$ cat config.mk
export PLATFORM = sky130hd
export DESIGN_NAME = bpsk_demod
export DESIGN_NICKNAME = d
export VERILOG_FILES = /design/src/rtl/bpsk_demod.sv
export SDC_FILE = /design/constraint.sdc
export NUM_CORES = 1
export LEC_CHECK = 0
export ABC_AREA = 1
export CORE_ASPECT_RATIO = 2
export CORE_MARGIN = 1.5
export CORE_UTILIZATION = 60
export DETAILED_ROUTE_END_ITERATION = 16
export GPL_ROUTABILITY_DRIVEN = 0
export PLACE_DENSITY_LB_ADDON = 0.15
export SETUP_SLACK_MARGIN = 0.5
export SLEW_MARGIN = 30
export SYNTH_ARGS = -nofsm -noshare
export SYNTH_HDL_FRONTEND = slang
export SYNTH_SLANG_ARGS = --single-unit
$ cat constraint.sdc
create_clock -name clk -period 10.9 [get_ports clk]
set_clock_uncertainty 0.15 [all_clocks]
set_input_delay 2.18 -clock clk [delete_from_list [all_inputs] [get_ports clk]]
set_output_delay 2.18 -clock clk [all_outputs]
set_load 0.05 [all_outputs]
$ cat src/rtl/bpsk_demod.sv
// ---------------------------------------------------------------------------
// bpsk_demod - coherent BPSK demodulator.
//
// Multiplies each accepted signed 8-bit carrier sample by a sine reference
// that is phase-aligned to the modulator's carrier table. It integrates the
// products over one symbol and decides the bit from the sign of the sum.
//
// Optional feature macro: BPSK_DEMOD_DIFF_EN
//   defined   -> differential decode, out = raw ^ previous raw
//   undefined -> out = raw (sign of the correlation)
//
// Ports:
//   clk        rising-edge clock
//   rst_n      asynchronous active-low reset
//   in         signed carrier sample, accepted while in_valid is high
//   in_valid   sample qualifier
//   sync       with in_valid: the sample is phase 0, index 0 of a new symbol
//   out        recovered bit, held between symbols
//   out_valid  one-cycle pulse when out and corr update
//   corr       signed correlation of the last completed symbol
//
// Pipeline (with in_valid held high):
//   edge t   : sample and reference (registered LUT read) are captured
//   edge t+1 : product
//   edge t+2 : accumulate / dump
// ---------------------------------------------------------------------------
module bpsk_demod #(
    parameter int CARRIER_LEN = 12,
    parameter int SYMBOL_LEN  = 60,
    parameter int ACC_W       = 24
) (
    input  logic                    clk,
    input  logic                    rst_n,
    input  logic signed [7:0]       in,
    input  logic                    in_valid,
    input  logic                    sync,
    output logic                    out,
    output logic                    out_valid,
    output logic signed [ACC_W-1:0] corr
);

    localparam int PW = (CARRIER_LEN > 1) ? $clog2(CARRIER_LEN) : 1;
    localparam int NW = (SYMBOL_LEN > 1) ? $clog2(SYMBOL_LEN) : 1;
    localparam logic [PW-1:0] P_LAST = PW'(CARRIER_LEN - 1);
    localparam logic [NW-1:0] N_LAST = NW'(SYMBOL_LEN - 1);

    // round(127*sin(2*pi*k/12)); the table matches the modulator's carrier.
    function automatic logic signed [7:0] lut_val(input logic [PW-1:0] k);
        int idx;
        idx = int'(k);
        case (idx)
            0:       lut_val = 8'sd0;
            1:       lut_val = 8'sd64;
            2:       lut_val = 8'sd110;
            3:       lut_val = 8'sd127;
            4:       lut_val = 8'sd110;
            5:       lut_val = 8'sd64;
            6:       lut_val = 8'sd0;
            7:       lut_val = -8'sd64;
            8:       lut_val = -8'sd110;
            9:       lut_val = -8'sd127;
            10:      lut_val = -8'sd110;
            11:      lut_val = -8'sd64;
            default: lut_val = 8'sd0;
        endcase
    endfunction

    // ---------------- FSM ----------------
    typedef enum logic {IDLE = 1'b0, RUN = 1'b1} state_t;
    state_t state_reg, state_next;
    logic   restart;

    always_ff @(posedge clk or negedge rst_n) begin
        if (!rst_n) state_reg <= IDLE;
        else        state_reg <= state_next;
    end

    always_comb begin
        state_next = state_reg;
        if (state_reg == IDLE && in_valid) state_next = RUN;
    end

    // The first accepted sample after reset, or any accepted sync, starts a
    // new symbol at phase 0 / index 0.
    always_comb begin
        restart = in_valid && (sync || state_reg == IDLE);
    end

    // ---------------- phase / index counters ----------------
    logic [PW-1:0] p_reg, p_cur, p_next;
    logic [NW-1:0] n_reg, n_cur, n_next;

    always_comb begin
        p_cur  = restart ? '0 : p_reg;
        n_cur  = restart ? '0 : n_reg;
        p_next = (p_cur == P_LAST) ? '0 : p_cur + 1'b1;
        n_next = (n_cur == N_LAST) ? '0 : n_cur + 1'b1;
    end

    // ---------------- stage 0: capture sample and reference ----------------
    logic signed [7:0] in_reg, ref_reg;
    logic [NW-1:0]     n0_reg;
    logic              v0_reg;

    always_ff @(posedge clk or negedge rst_n) begin
        if (!rst_n) begin
            p_reg   <= '0;
            n_reg   <= '0;
            in_reg  <= '0;
            ref_reg <= '0;
            n0_reg  <= '0;
            v0_reg  <= 1'b0;
        end else begin
            v0_reg <= in_valid;
            if (in_valid) begin
                in_reg  <= in;
                ref_reg <= lut_val(p_cur);
                n0_reg  <= n_cur;
                p_reg   <= p_next;
                n_reg   <= n_next;
            end
        end
    end

    // ---------------- stage 1: product ----------------
    logic signed [15:0] mult;
    logic signed [15:0] prod_reg;
    logic [NW-1:0]      n1_reg;
    logic               v1_reg;

    assign mult = in_reg * ref_reg;

    always_ff @(posedge clk or negedge rst_n) begin
        if (!rst_n) begin
            prod_reg <= '0;
            n1_reg   <= '0;
            v1_reg   <= 1'b0;
        end else begin
            v1_reg <= v0_reg;
            if (v0_reg) begin
                prod_reg <= mult;
                n1_reg   <= n0_reg;
            end
        end
    end

    // ---------------- stage 2: integrate and dump ----------------
    // A sync restarts the index, so a truncated symbol never produces an
    // index-(SYMBOL_LEN-1) product and the next index-0 product overwrites
    // its partial sum: discarding the partial symbol needs no extra logic.
    logic signed [ACC_W-1:0] acc_reg;
    logic signed [ACC_W-1:0] prod_ext, sum_final;
    logic                    raw;

    assign prod_ext  = {{(ACC_W-16){prod_reg[15]}}, prod_reg};
    assign sum_final = acc_reg + prod_ext;
    assign raw       = sum_final[ACC_W-1];   // exactly zero decodes as bit 0

`ifdef BPSK_DEMOD_DIFF_EN
    logic prev_raw_reg;
`endif

    always_ff @(posedge clk or negedge rst_n) begin
        if (!rst_n) begin
            acc_reg   <= '0;
            corr      <= '0;
            out       <= 1'b0;
            out_valid <= 1'b0;
`ifdef BPSK_DEMOD_DIFF_EN
            prev_raw_reg <= 1'b0;
`endif
        end else begin
            out_valid <= 1'b0;
            if (v1_reg) begin
                if (n1_reg == '0) acc_reg <= prod_ext;
                else              acc_reg <= sum_final;
                if (n1_reg == N_LAST) begin
                    corr      <= sum_final;
                    out_valid <= 1'b1;
`ifdef BPSK_DEMOD_DIFF_EN
                    out          <= raw ^ prev_raw_reg;
                    prev_raw_reg <= raw;
`else
                    out <= raw;
`endif
                end
            end
        end
    end

endmodule

==> summary.md, run 1 <==
| Metric | Value |
|---|---|
| TritonCTS clock tree | done |
| Final WL | 20400 µm |
| I/O Pins | 38 |
| Synth Register Bits | 104 |
| Starting Density | 0.615 |
| Share of flip-flops with an asynchronous set or reset | 1.00 |
| Antenna violations before repair | 0 |
| Hold/Removal Path Class | register to register |
| Relative max-transition margin | 0.395 |
| H-tree Lvls | 3 |
| Remaining Overflow, GRT | 0 |
| Top post-synthesis cells by count | 380 x nand2_1, 230 x inv_1, 104 x dfrtp_1 |
| Final Cycle Share | 0.427 |
| Drt pass-1 iters | 5 |
| Die X | 87.6 µm |
| CP Max Fanout | 8 |
| Slew @ Worst Pin | 907 ps |
| Routed len/inst | 14.6 µm |
| Max-cap viol count | 0 |
| Vias in the first global route | 7472 |
| Layout cells sized above 1 | 0.0407 |
| CTS max path bufs | 2 |
| Avg Cell Area, Syn | 7.32 µm² |
| DPL Wire Length | 16200 µm |
| Total GRT Usage | 0.292 |
| Post-CTS Setup Bufs | 0 |
| Clk root buf | clkbuf_16 |
| Primary FF master, synth | dfrtp_1 |
| Buffers on Ports | 37 |
| Top cell type by total area after synthesis | dfrtp_1 |
| Max VDD drop | 207 µV |
| Leakage | 5.23 nW |
| Max FFs per register | 24 |
| Crit path capture type | register |
| First-pass GRT wire length | 33500 µm |
| Final setup fails | 0 |
| Yosys warns | 0 |
| CTS sink cnt | 104 |
| # resized after CTS | 0 |
| Area fraction of the dominant cell type after synthesis | 0.303 |
| Status | finished, final reports clean |
| Startpoint Class | register |
| Sequential fraction of the synthesis area | 0.303 |
| Die height | 172 µm |
| Pwr Density | 335 mW/mm² |
| WP data required | 10950 ps |
| CTS clk-pin slew, worst paths | 80 ps |
| FP Rows | 61 |
| Final-report hold violation count | 0 |
| 1st-iter DRT viols | 347 |
| Final min period | 4660 ps |
| Final slew viol count | 0 |
| Largest net degree at the start of global routing | 77 |
| Vias | 7270 |
| CTS buffer count | 9 |
| Post-route DRC | 0 |
| Crit path DAT | 4700 ps |
| Fin Setup TNS | 0 ps |
| Area of the core | 0.0140 mm² |
| Critical path type | register to register |
| Die area | 0.0151 mm² |
| RSZ-0062 raised after global routing | no |
| Area growth, synth to finish | 9.52% |
| Diodes inserted | 0 |
| Synthesized area | 0.00859 mm² |
| Most common cell in the netlist | nand2_1 |
| Max Freq | 215 MHz |
| Top post-synthesis cells by area | dfrtp_1 30%, nand2_1 17%, fa_1 13% |
| Post-synth cell types | 43 |
| Synth Instances | 1174 |
| Post-synth EDFFs | 0 |
| DR vias/cell | 5.22 |
| NumNets Final | 1324 |
| Worst-skew pair later-pin latency | 360 ps |
| Hold Buf Count CTS | 0 |
| WHS | 324 ps |
| Post-route ant nets | 0 |
| Mapped Nets | 1300 |
-- where the power goes --
group | total [mW] | internal, mW | switching (mW)
registers | 0.579 | 0.487 | 0.0918
clock network | 0.349 | 0.185 | 0.164
logic | 2.23 | 0.796 | 1.43
-- per-stage QoR --
stage	power, mW	utilization	instance area [µm²]	cells	setup WS (ps)
2_1_floorplan	2.29	-	8590	1174	6580
3_3_place_gp	2.74	0.651	9090	1376	5950
6_report	3.16	0.674	9410	1392	6240
3_5_place_dp	2.78	0.651	9090	1376	6270
5_1_grt	3.51	0.674	9410	1392	6000
4_1_cts	3.15	0.674	9410	1392	6240
-- area by class of cell --
| class | count | area (µm²) |
|---|---|---|
| Tap cell | 189 | 236 |
| Clock buffer | 9 | 225 |
| Inverter | 236 | 888 |
| Clock inverter | 7 | 93.8 |
| Timing Repair Buffer | 40 | 389 |
| Fill cell | 1287 | 4550 |
| Sequential cell | 104 | 2600 |
| Multi-Input combinational cell | 807 | 4980 |
-- kinds of logic after synthesis --
logic type | synth area share
compound gates | 0.0734
xor+xnor | 0.0243
fa+ha+maj | 0.213
buf+inv | 0.118
flops | 0.303
simple gates | 0.268
-- cells in the final DEF, fill, tap and decap left out, types with 2 or more instances in the layout --
cell / instances
a21oi_1: 44
clkbuf_16: 9
ha_1: 60
nand2_2: 5
nand3b_1: 5
or2_2: 2
nand2_1: 380
nor2_4: 3
nor2_1: 79
fa_1: 54
o211ai_1: 2
nand4_1: 11
nand3_2: 2
or2_1: 2
o21bai_1: 2
xor2_1: 16
dfrtp_1: 104
o22ai_1: 5
o21ai_1: 9
buf_4: 3
nor3_1: 4
nor2_2: 6
inv_1: 230
inv_8: 2
inv_2: 4
clkdlybuf4s50_1: 35
o21ai_0: 39
a31oi_1: 5
nand3_1: 55
xnor2_1: 6
-- routing by layer --
| metal | global-route usage | part of all wire | routed length [µm] |
|---|---|---|---|
| met5 | 0 | 0 | 0 |
| met4 | 0.194 | 0.068 | 1390 |
| met3 | 0.0310 | 0.019 | 385 |
| met2 | 0.581 | 0.57 | 11700 |
| met1 | 0.263 | 0.34 | 6900 |
-- critical path, stage by stage, from the launching register on --
cell and delay, ps:
dfrtp_1 420, inv_1 230, nor2_1 100, fa_1 540, inv_1 60, fa_1 550, inv_1 60, fa_1 530
inv_1 50, fa_1 520, inv_1 40, ha_1 350, a21oi_1 240, o21ai_0 190, a211o_1 260, nand3_1 90
o21ai_0 100
-- worst paths after layout --
kind | startpoint | to | slack (ps) | cells past startpoint
min in group asynchronous | rst_n | corr[16] | 1590 | 1
setup reg to reg | ref_reg[7] | prod_reg[11] | 6240 | 16
setup / recovery | ref_reg[7] | prod_reg[11] | 6240 | 16
hold / removal | corr[3] | corr[3] | 320 | 2
max in group asynchronous | rst_n | ref_reg[0] | 7990 | 2
hold reg to reg | corr[3] | corr[3] | 320 | 2
Note: power is estimated with default switching activity, not from simulation.
==> inputs of run 2 (changes only) <==
Clock period 10.9 ns to 4.7 ns, I/O delays scaled along.
==> run 2 against run 1 <==
Against the previous run:
- clock-buffer cell count did not move
- non-clock buffer count up 33
- fmax up 6.2%
- via count rose by 5.1%
- final cell count is 2.4% higher
- final area rose by 7.6%
- worst hold slack got worse by 0.68 ps
- sequential share of layout area is 1.8 points lower
- first-iteration DRC count is 20% higher
==> summary.md, run 2 (same netlist as run 1, synthesis figures left out) <==
| Metric | Value |
|---|---|
| Fin Setup TNS | 0 ps |
| First-pass GRT wire length | 35400 µm |
| CP max stage cell | dfrtp_2 |
| Layout cells sized above 1 | 0.135 |
| Reg2reg start | ref_reg[5] |
| Fill cells | 1134 |
| Slew @ Worst Pin | 976 ps |
| CTS sink cnt | 104 |
| CP Max Fanout | 7 |
| Max-cap viol count | 0 |
| Final Cycle Share | 0.933 |
| Post-layout util | 0.725 |
| CTS max path bufs | 2 |
| RSZ-0062 raised after global routing | yes |
| Drt pass-1 iters | 6 |
| Final slew viol count | 0 |
| Max Freq | 228 MHz |
| Largest net degree at the start of global routing | 63 |
| Buffers on Ports | 37 |
| TritonCTS clock tree | done |
| Most frequent cells in the layout | 366 x nand2_1, 206 x inv_1, 94 x dfrtp_1, 73 x nor2_1, 52 x fa_1 |
| Final min period | 4390 ps |
| Crit path DAT | 4490 ps |
| Final setup fails | 0 |
| Area of the core | 0.0140 mm² |
| Final-report hold violation count | 0 |
| WHS | 323 ps |
| Vias | 7639 |
| 1st-iter DRT viols | 415 |
| Max FFs per register | 24 |
| Register area | 0.00262 mm² |
| Die X | 87.6 µm |
| Hold/Removal Path Class | register to register |
| WP data required | 4800 ps |
| Total GRT Usage | 0.311 |
| Die height | 172 µm |
| Clk root buf | clkbuf_16 |
| Max stage delay on crit path | 520 ps |
| Worst-skew pair later-pin latency | 360 ps |
| Post-route ant nets | 0 |
| I/O Pins | 38 |
| Die area | 0.0151 mm² |
| H-tree Lvls | 3 |
| Status | finished, final reports clean |
| CTS clk-pin slew, worst paths | 80 ps |
| Hold Buf Count CTS | 0 |
| Crit path capture type | register |
| DR vias/cell | 5.36 |
| Post-route DRC | 0 |
| Starting Density | 0.615 |
| NumNets Final | 1357 |
| DPL Wire Length | 16500 µm |
| FP Rows | 61 |
| Top delay family on crit path | adder cells |
| Hold Startpoint | corr[0] |
| Startpoint Class | register |
| Diodes inserted | 0 |
| Routed len/inst | 16.3 µm |
| Remaining Overflow, GRT | 0 |
| Worst Setup SP | ref_reg[5] |
| CTS buffer count | 9 |
| Area growth, synth to finish | 17.8% |
| Multi-input gate area in the final layout | 0.00540 mm² |
| Critical-path cell list | nand2_2 > inv_2 > fa_1 > inv_1 > fa_1 > inv_2 > fa_1 > inv_1 > fa_1 > inv_2 > ha_4 > a21oi_4 > o21ai_2 > nand2_1 > nand4_1 > or2_4 > nand3_2 > nand2_1 |
| Commonest non-fill, non-tap cell in the layout | nand2_1 |
| Critical path type | register to register |
| Antenna violations before repair | 0 |
| Buffers & Inverters on Critical Path | 5 |
| Vias in the first global route | 7532 |
| Final WL | 23200 µm |
| Relative max-transition margin | 0.350 |
| CP dominant cell by count | fa_1 |
-- run 2: cell types whose count changed in the layout (fill, tap and decap cells not counted), moves of 6 or more --
cell     before  now
a21oi_1      44   38
buf_4         3   34
dfrtp_1     104   94
dfrtp_2       0   10
ha_1         60   50
ha_4          0    9
inv_1       230  206
inv_2         4   24
nand2_1     380  366
nand2_2       5   12
nor2_1       79   73
o21ai_0      39   33
-- run 2: area by class of cell --
cell class	instances	area share
multi-input combinational	807	0.534
sequential	104	0.258
inverter	236	0.0891
timing repair buffer	73	0.0644
tap	189	0.0234
clock buffer	9	0.0222
clock inverter	7	0.00902
-- run 2: per-layer routing --
layer | vias up | routed length [µm] | track usage | share of wire
met4 | 0 | 1680 | 0.210 | 0.072
met3 | 113 | 879 | 0.0611 | 0.038
met2 | 236 | 13200 | 0.588 | 0.57
met5 | - | 0 | 0 | 0
li1 | 3698 | - | - | -
met1 | 3592 | 7400 | 0.287 | 0.32
-- run 2: final timing paths --
| kind | slack, ps | end | cells after the start |
|---|---|---|---|
| worst min register to register | 320 | corr[0] | 2 |
| worst min-delay path | 320 | corr[0] | 2 |
| max in group asynchronous | 3070 | corr[6] | 2 |
| worst max-delay path | 310 | prod_reg[14] | 18 |
| min in group asynchronous | 490 | corr[16] | 1 |
| worst max register to register | 310 | prod_reg[14] | 18 |
-- run 2: repair_timing --
item / CTS / global route
pin swaps: 18 / 68
endpoints found under the setup margin: 9 / 8
cloned: 0 / 0
gates resized for setup: 67 / 54
buffers inserted: 12 / 16
-- run 2: through the flow --
| step | cells | setup WS [ps] | area, µm² |
|---|---|---|---|
| global route | 1425 | 212 | 10100 |
| finish | 1425 | 314 | 10100 |
| floorplan | 1174 | 510 | 8610 |
| detailed placement | 1380 | 170 | 9140 |
| global placement | 1380 | 293 | 9140 |
| CTS | 1408 | 483 | 9820 |
-- run 2: worst reg2reg max path, cell delays in order (launching register included) --
cell	delay, ps
dfrtp_2	520
nand2_2	130
inv_2	60
fa_1	500
inv_1	50
fa_1	520
inv_2	40
fa_1	490
inv_1	60
fa_1	490
inv_2	60
ha_4	300
a21oi_4	200
o21ai_2	90
nand2_1	100
nand4_1	130
or2_4	270
nand3_2	70
nand2_1	60
Power of run 2 is not shown: default switching activity piles up to over one toggle a cycle in this logic, so the estimate is an artifact.
